[config.mk]
export PLATFORM = sky130hd
export DESIGN_NAME = ts_pattern_gen
export DESIGN_NICKNAME = d
export VERILOG_FILES = /design/src/rtl/ts_pattern_gen.sv
export SDC_FILE = /design/constraint.sdc
export NUM_CORES = 1
export LEC_CHECK = 0
export CAP_MARGIN = 20
export CORE_MARGIN = 2
export CORE_UTILIZATION = 39
export CTS_CLUSTER_DIAMETER = 50
export DETAILED_ROUTE_END_ITERATION = 8
export PLACE_DENSITY = 0.67
export SYNTH_ARGS = -nofsm -noshare
export SYNTH_HDL_FRONTEND = slang
export SYNTH_SLANG_ARGS = --single-unit
[constraint.sdc]
create_clock -name CLK -period 3 [get_ports CLK]
set_input_delay 0.9 -clock CLK [delete_from_list [all_inputs] [get_ports CLK]]
set_output_delay 0.9 -clock CLK [all_outputs]
set_load 0.1 [all_outputs]
[src/rtl/ts_pattern_gen.sv]
// MPEG transport-stream test pattern generator: round-robin PIDs, per-PID continuity
// counters, selectable payload, optional RS parity filler and inter-packet gap.
module ts_pattern_gen #(
    parameter int PKT_LEN = 188,
    parameter int N_PID   = 4,
    parameter int GAP     = 0
) (
    input  logic        CLK,
    input  logic        RST,
    input  logic        EN,
    input  logic [12:0] PID_BASE,
    input  logic [1:0]  MODE,
    output logic [7:0]  DATA,
    output logic        D_CLK,
    output logic        D_VALID,
    output logic        P_SYNC,
    output logic [15:0] PKT_CNT
);

    typedef enum logic [2:0] {S_IDLE, S_HDR, S_PAY, S_PAR, S_GAP} state_t;

    localparam logic [7:0] LAST_IDX  = 8'(PKT_LEN - 1);
    localparam logic [7:0] GAP_LAST  = (GAP == 0) ? 8'd0 : 8'(GAP - 1);
    localparam logic [2:0] SLOT_LAST = 3'(N_PID - 1);

    state_t      state, state_nxt, after_pkt;
    logic [7:0]  idx, idx_nxt;
    logic [7:0]  gap_cnt, gap_cnt_nxt;
    logic [2:0]  slot;
    logic [3:0]  cc [8];
    logic [12:0] base_lat;
    logic [1:0]  mode_lat;
    logic [14:0] lfsr;
    logic [12:0] pid;
    logic [7:0]  data_nxt;
    logic        valid_nxt, sync_nxt, lfsr_step;
    logic        pkt_end, done_p1;

    assign D_CLK   = CLK;
    assign pid     = base_lat + {10'd0, slot};
    assign pkt_end = ((state == S_PAY) || (state == S_PAR)) && (idx == LAST_IDX);

    always_comb begin
        after_pkt = EN ? S_HDR : S_IDLE;
        if (GAP != 0) after_pkt = S_GAP;
    end

    always_ff @(posedge CLK or negedge RST) begin
        if (!RST) begin
            state   <= S_IDLE;
            idx     <= 8'd0;
            gap_cnt <= 8'd0;
        end else begin
            state   <= state_nxt;
            idx     <= idx_nxt;
            gap_cnt <= gap_cnt_nxt;
        end
    end

    always_comb begin
        state_nxt   = state;
        idx_nxt     = idx;
        gap_cnt_nxt = gap_cnt;
        data_nxt    = 8'h00;
        valid_nxt   = 1'b0;
        sync_nxt    = 1'b0;
        lfsr_step   = 1'b0;
        case (state)
            S_IDLE: begin
                if (EN) begin
                    state_nxt = S_HDR;
                    idx_nxt   = 8'd0;
                end
            end
            S_HDR: begin
                valid_nxt = 1'b1;
                idx_nxt   = idx + 8'd1;
                case (idx[1:0])
                    2'd0: begin
                        data_nxt = 8'h47;
                        sync_nxt = 1'b1;
                    end
                    2'd1: data_nxt = {3'b000, pid[12:8]};
                    2'd2: data_nxt = pid[7:0];
                    default: begin
                        data_nxt  = {4'h1, cc[slot]};
                        state_nxt = S_PAY;
                    end
                endcase
            end
            S_PAY: begin
                valid_nxt = 1'b1;
                idx_nxt   = idx + 8'd1;
                case (mode_lat)
                    2'd0: data_nxt = pid[7:0];
                    2'd1: data_nxt = idx - 8'd4;
                    2'd2: begin
                        data_nxt  = lfsr[7:0];
                        lfsr_step = 1'b1;
                    end
                    default: data_nxt = 8'hFF;
                endcase
                if (idx == LAST_IDX) begin
                    state_nxt   = after_pkt;
                    idx_nxt     = 8'd0;
                    gap_cnt_nxt = 8'd0;
                end else if (idx == 8'd187) begin
                    state_nxt = S_PAR;
                end
            end
            S_PAR: begin
                idx_nxt = idx + 8'd1;
                if (idx == LAST_IDX) begin
                    state_nxt   = after_pkt;
                    idx_nxt     = 8'd0;
                    gap_cnt_nxt = 8'd0;
                end
            end
            S_GAP: begin
                gap_cnt_nxt = gap_cnt + 8'd1;
                if (gap_cnt == GAP_LAST) begin
                    state_nxt = EN ? S_HDR : S_IDLE;
                    idx_nxt   = 8'd0;
                end
            end
            default: state_nxt = S_IDLE;
        endcase
    end

    // output register stage; packet bookkeeping trails the last byte by one cycle
    always_ff @(posedge CLK or negedge RST) begin
        if (!RST) begin
            DATA     <= 8'h00;
            D_VALID  <= 1'b0;
            P_SYNC   <= 1'b0;
            PKT_CNT  <= 16'd0;
            slot     <= 3'd0;
            lfsr     <= 15'h7FFF;
            base_lat <= 13'd0;
            mode_lat <= 2'd0;
            done_p1  <= 1'b0;
            for (int i = 0; i < 8; i++) cc[i] <= 4'h0;
        end else begin
            DATA    <= data_nxt;
            D_VALID <= valid_nxt;
            P_SYNC  <= sync_nxt;
            done_p1 <= pkt_end;
            if ((state == S_HDR) && (idx == 8'd0)) begin
                base_lat <= PID_BASE;
                mode_lat <= MODE;
            end
            if (lfsr_step) lfsr <= {lfsr[13:0], lfsr[14] ^ lfsr[13]};
            if (done_p1) begin
                PKT_CNT  <= PKT_CNT + 16'd1;
                cc[slot] <= cc[slot] + 4'd1;
                slot     <= (slot == SLOT_LAST) ? 3'd0 : slot + 3'd1;
            end
        end
    end

endmodule

==> results.toml <==
[power]
switching_share = 0.235
ir_worst_vdd_uv = 559
finalPower_mw = 2.85
seqPwrFrac = 0.482
comb_power_share = 0.018
power.leakage_nw = 2.68
pwr-share-clk = 0.499
power-per-cell-area_nw_per_um2 = 470
net-switching-power_mw = 0.669
power.internal_mw = 2.18

[yosys]
synth_edf_count = 0
yosysSeqAreaShare = 0.498
syn_avg_cell_area_um2 = 11.0
synthesis.nets = 507
synth_flop_cell = "dfrtp_1"
netlist_area_um2 = 5160
async_flop_share = 1.00
yosys_warnings = 0
ys_ff_latch = 102
synthDistinctLibCells = 61
synth_cells = 470

[layout]
diodes = 0
stdcell_area_um2 = 6070
areaGrowthSynthToFinish_pct = 17.6
nets = 554
drive_gt1_frac = 0.226

[drt]
drc_errors = 0
firstDrtPassIters = 4
viasPerCell = 5.27
drt_iter0_drc = 226
ant_nets = 0
wl_per_cell_um = 15.7
drt-total-wl_mm = 11.0
vias = 3677

[run_status]
status = "finished, final reports clean"

[placed_design]
port_buffers = 44
place_area_um2 = 5710
dp_hpwl_mm = 7.97
gp_congestion = 0.865

[global_routing]
grt.total_usage = 0.166
grt_pass1_wl_mm = 18.3
grt_overflow_total = 0
antenna_found_initial = 0
grt_pass1_vias = 3686
grt_max_degree = 54

[sta]
timing.final.hold_violations = 0
skew_ps = 8.38
tightest_slew_ps = 734
tns_ps = 0
timing.slew.headroom = 0.509
slew_viol_final = 0
setup_viol = 0
grt_setup_unrepaired = "false"

[worst_setup_path]
critPathTopFamily = "buffers and inverters"
slowest_delay_ps = 280
cp_common_cell = "clkbuf_16"
critPathLaunchType = "clock port"
crit_type = "clk2out"
path_max_fanout = 2
arrival_ps = 2030
path_cells = "clkbuf_16 > clkbuf_16 > buf_2"
cpMaxStageDelayCell = "buf_2"
crit_buf_inv = 3
cp-end-kind = "output pin"
critical_path_required_ps = 2100

[floorplan]
io-pin-count = 45
start_util = 0.395
die_area_um2 = 14200
core_area_um2 = 13100
die_width_um = 119
row_count = 42
die_y_um = 119

[run]
maxCapViolCount = 0

[clock_tree]
post_cts_buffers = 0
post_cts_resized = 5
holdBufCountCts = 0
clk_pin_slew_worst_paths_ps = 70
insertion_delay_ps = 460
cts_tree = "built"

[hold_path]
hp-class = "in2async"
==> final timing paths <==
check,cells past startpoint,start,slack [ps],end
max,3,CLK,70,D_CLK
min,1,RST,460,base_lat[1]$_DFFE_PN0P_
max reg2reg,9,slot[0]$_DFFE_PN0P_,370,DATA[4]$_DFF_PN0_
min reg2reg,1,PKT_CNT[15]$_DFFE_PN0P_,480,PKT_CNT[15]$_DFFE_PN0P_
max in group asynchronous,2,RST,1800,PKT_CNT[15]$_DFFE_PN0P_
min in group CLK,1,PKT_CNT[15]$_DFFE_PN0P_,480,PKT_CNT[15]$_DFFE_PN0P_
==> power groups by stage <==
| stage | logic (mW) | registers (mW) | clock network [mW] |
|---|---|---|---|
| floorplan | 0.000596 | 1.40 | 0.126 |
| global placement | 0.0540 | 1.40 | 0.131 |
| detailed placement | 0.0550 | 1.40 | 0.131 |
| CTS | 0.0550 | 1.38 | 1.47 |
| global route | 0.0601 | 1.37 | 1.53 |
| finish | 0.0523 | 1.38 | 1.42 |
==> sequential cells by signal (all words and copies together), names as in the netlist <==
signal    cells
idx           8
base_lat     13
PKT_CNT      16
lfsr         15
cc           32
D_VALID       1
mode_lat      2
slot          3
state         2
P_SYNC        1
DATA          8
done_p1       1
==> cell usage in the layout (no fill, tap or decap), types with 12 or more instances in the layout <==
cell type         n
buf_4            35
clkbuf_16        12
xnor2_1          20
a21oi_1          18
dfstp_2          15
nand2_1          49
clkdlybuf4s50_1  16
ha_1             18
o21ai_1          16
inv_1            18
o21ai_0          27
dfrtp_1          87
xor2_1           14
nor2_1           31
mux2_2           38
==> logic make-up after synthesis <==
logic type	Yosys count	share of synthesized area
AO/OA/AOI/OAI	91	0.105
multiplexers	54	0.126
flip-flops	102	0.498
AND/OR/NAND/NOR	131	0.124
XOR/XNOR	36	0.0640
adder cells (fa/ha/maj)	19	0.0475
buffers and inverters	37	0.0359
==> per-stage QoR <==
stage	setup slack, ps	utilization	std cells	hold WS (ps)
3_3_place_gp	-340	0.437	679	458
2_1_floorplan	388	-	470	442
5_1_grt	63.0	0.464	698	490
3_5_place_dp	-340	0.437	679	470
4_1_cts	63.6	0.464	698	485
6_report	70.9	0.464	698	465
==> cells in the mapped netlist (2+ instances only) <==
master    count  area (µm²)
nor2_1       31         116
o21ai_1      16        80.1
mux4_2        2        45.0
dfstp_2      15         394
xnor2_1      20         175
nor2b_1       4        25.0
clkbuf_1      7        26.3
mux2_2       38         428
mux4_1        2        52.6
buf_2         6        30.0
nand3_1      10        50.1
nand2_1      49         184
and2_1        4        25.0
ha_1         18         225
or3_1         3        18.8
nand3b_1      2        15.0
buf_4         2        15.0
nand4_1       9        56.3
a221oi_1      2        17.5
inv_1        18        67.6
o21a_1        2        15.0
buf_6         2        22.5
o21ai_0      27         135
and3_1        3        18.8
dfrtp_1      87        2180
a21o_1        5        37.5
a21oi_1      18        90.1
nor4_1        4        25.0
nor3_1        4        20.0
mux2i_1      11         110
xor2_1       14         123
o22ai_1       6        37.5
==> per-layer routing <==
layer  vias up  wire (µm)  share of wire  GRT usage
li1       1749          -              -          -
met1      1802       4950           0.45      0.213
met2        99       5070           0.46      0.253
met3        27        564          0.051     0.0402
met4         0        383          0.035      0.103
met5         -          0              0          0
==> cell type report <==
cell class	instances	area, µm²
fill	1226	7010
sequential	102	2570
multi-input combinational	331	2420
timing repair buffer	51	423
clock buffer	15	333
tap	176	220
inverter	18	67.6
clock inverter	5	33.8
Note: power is estimated with default switching activity, not from simulation.
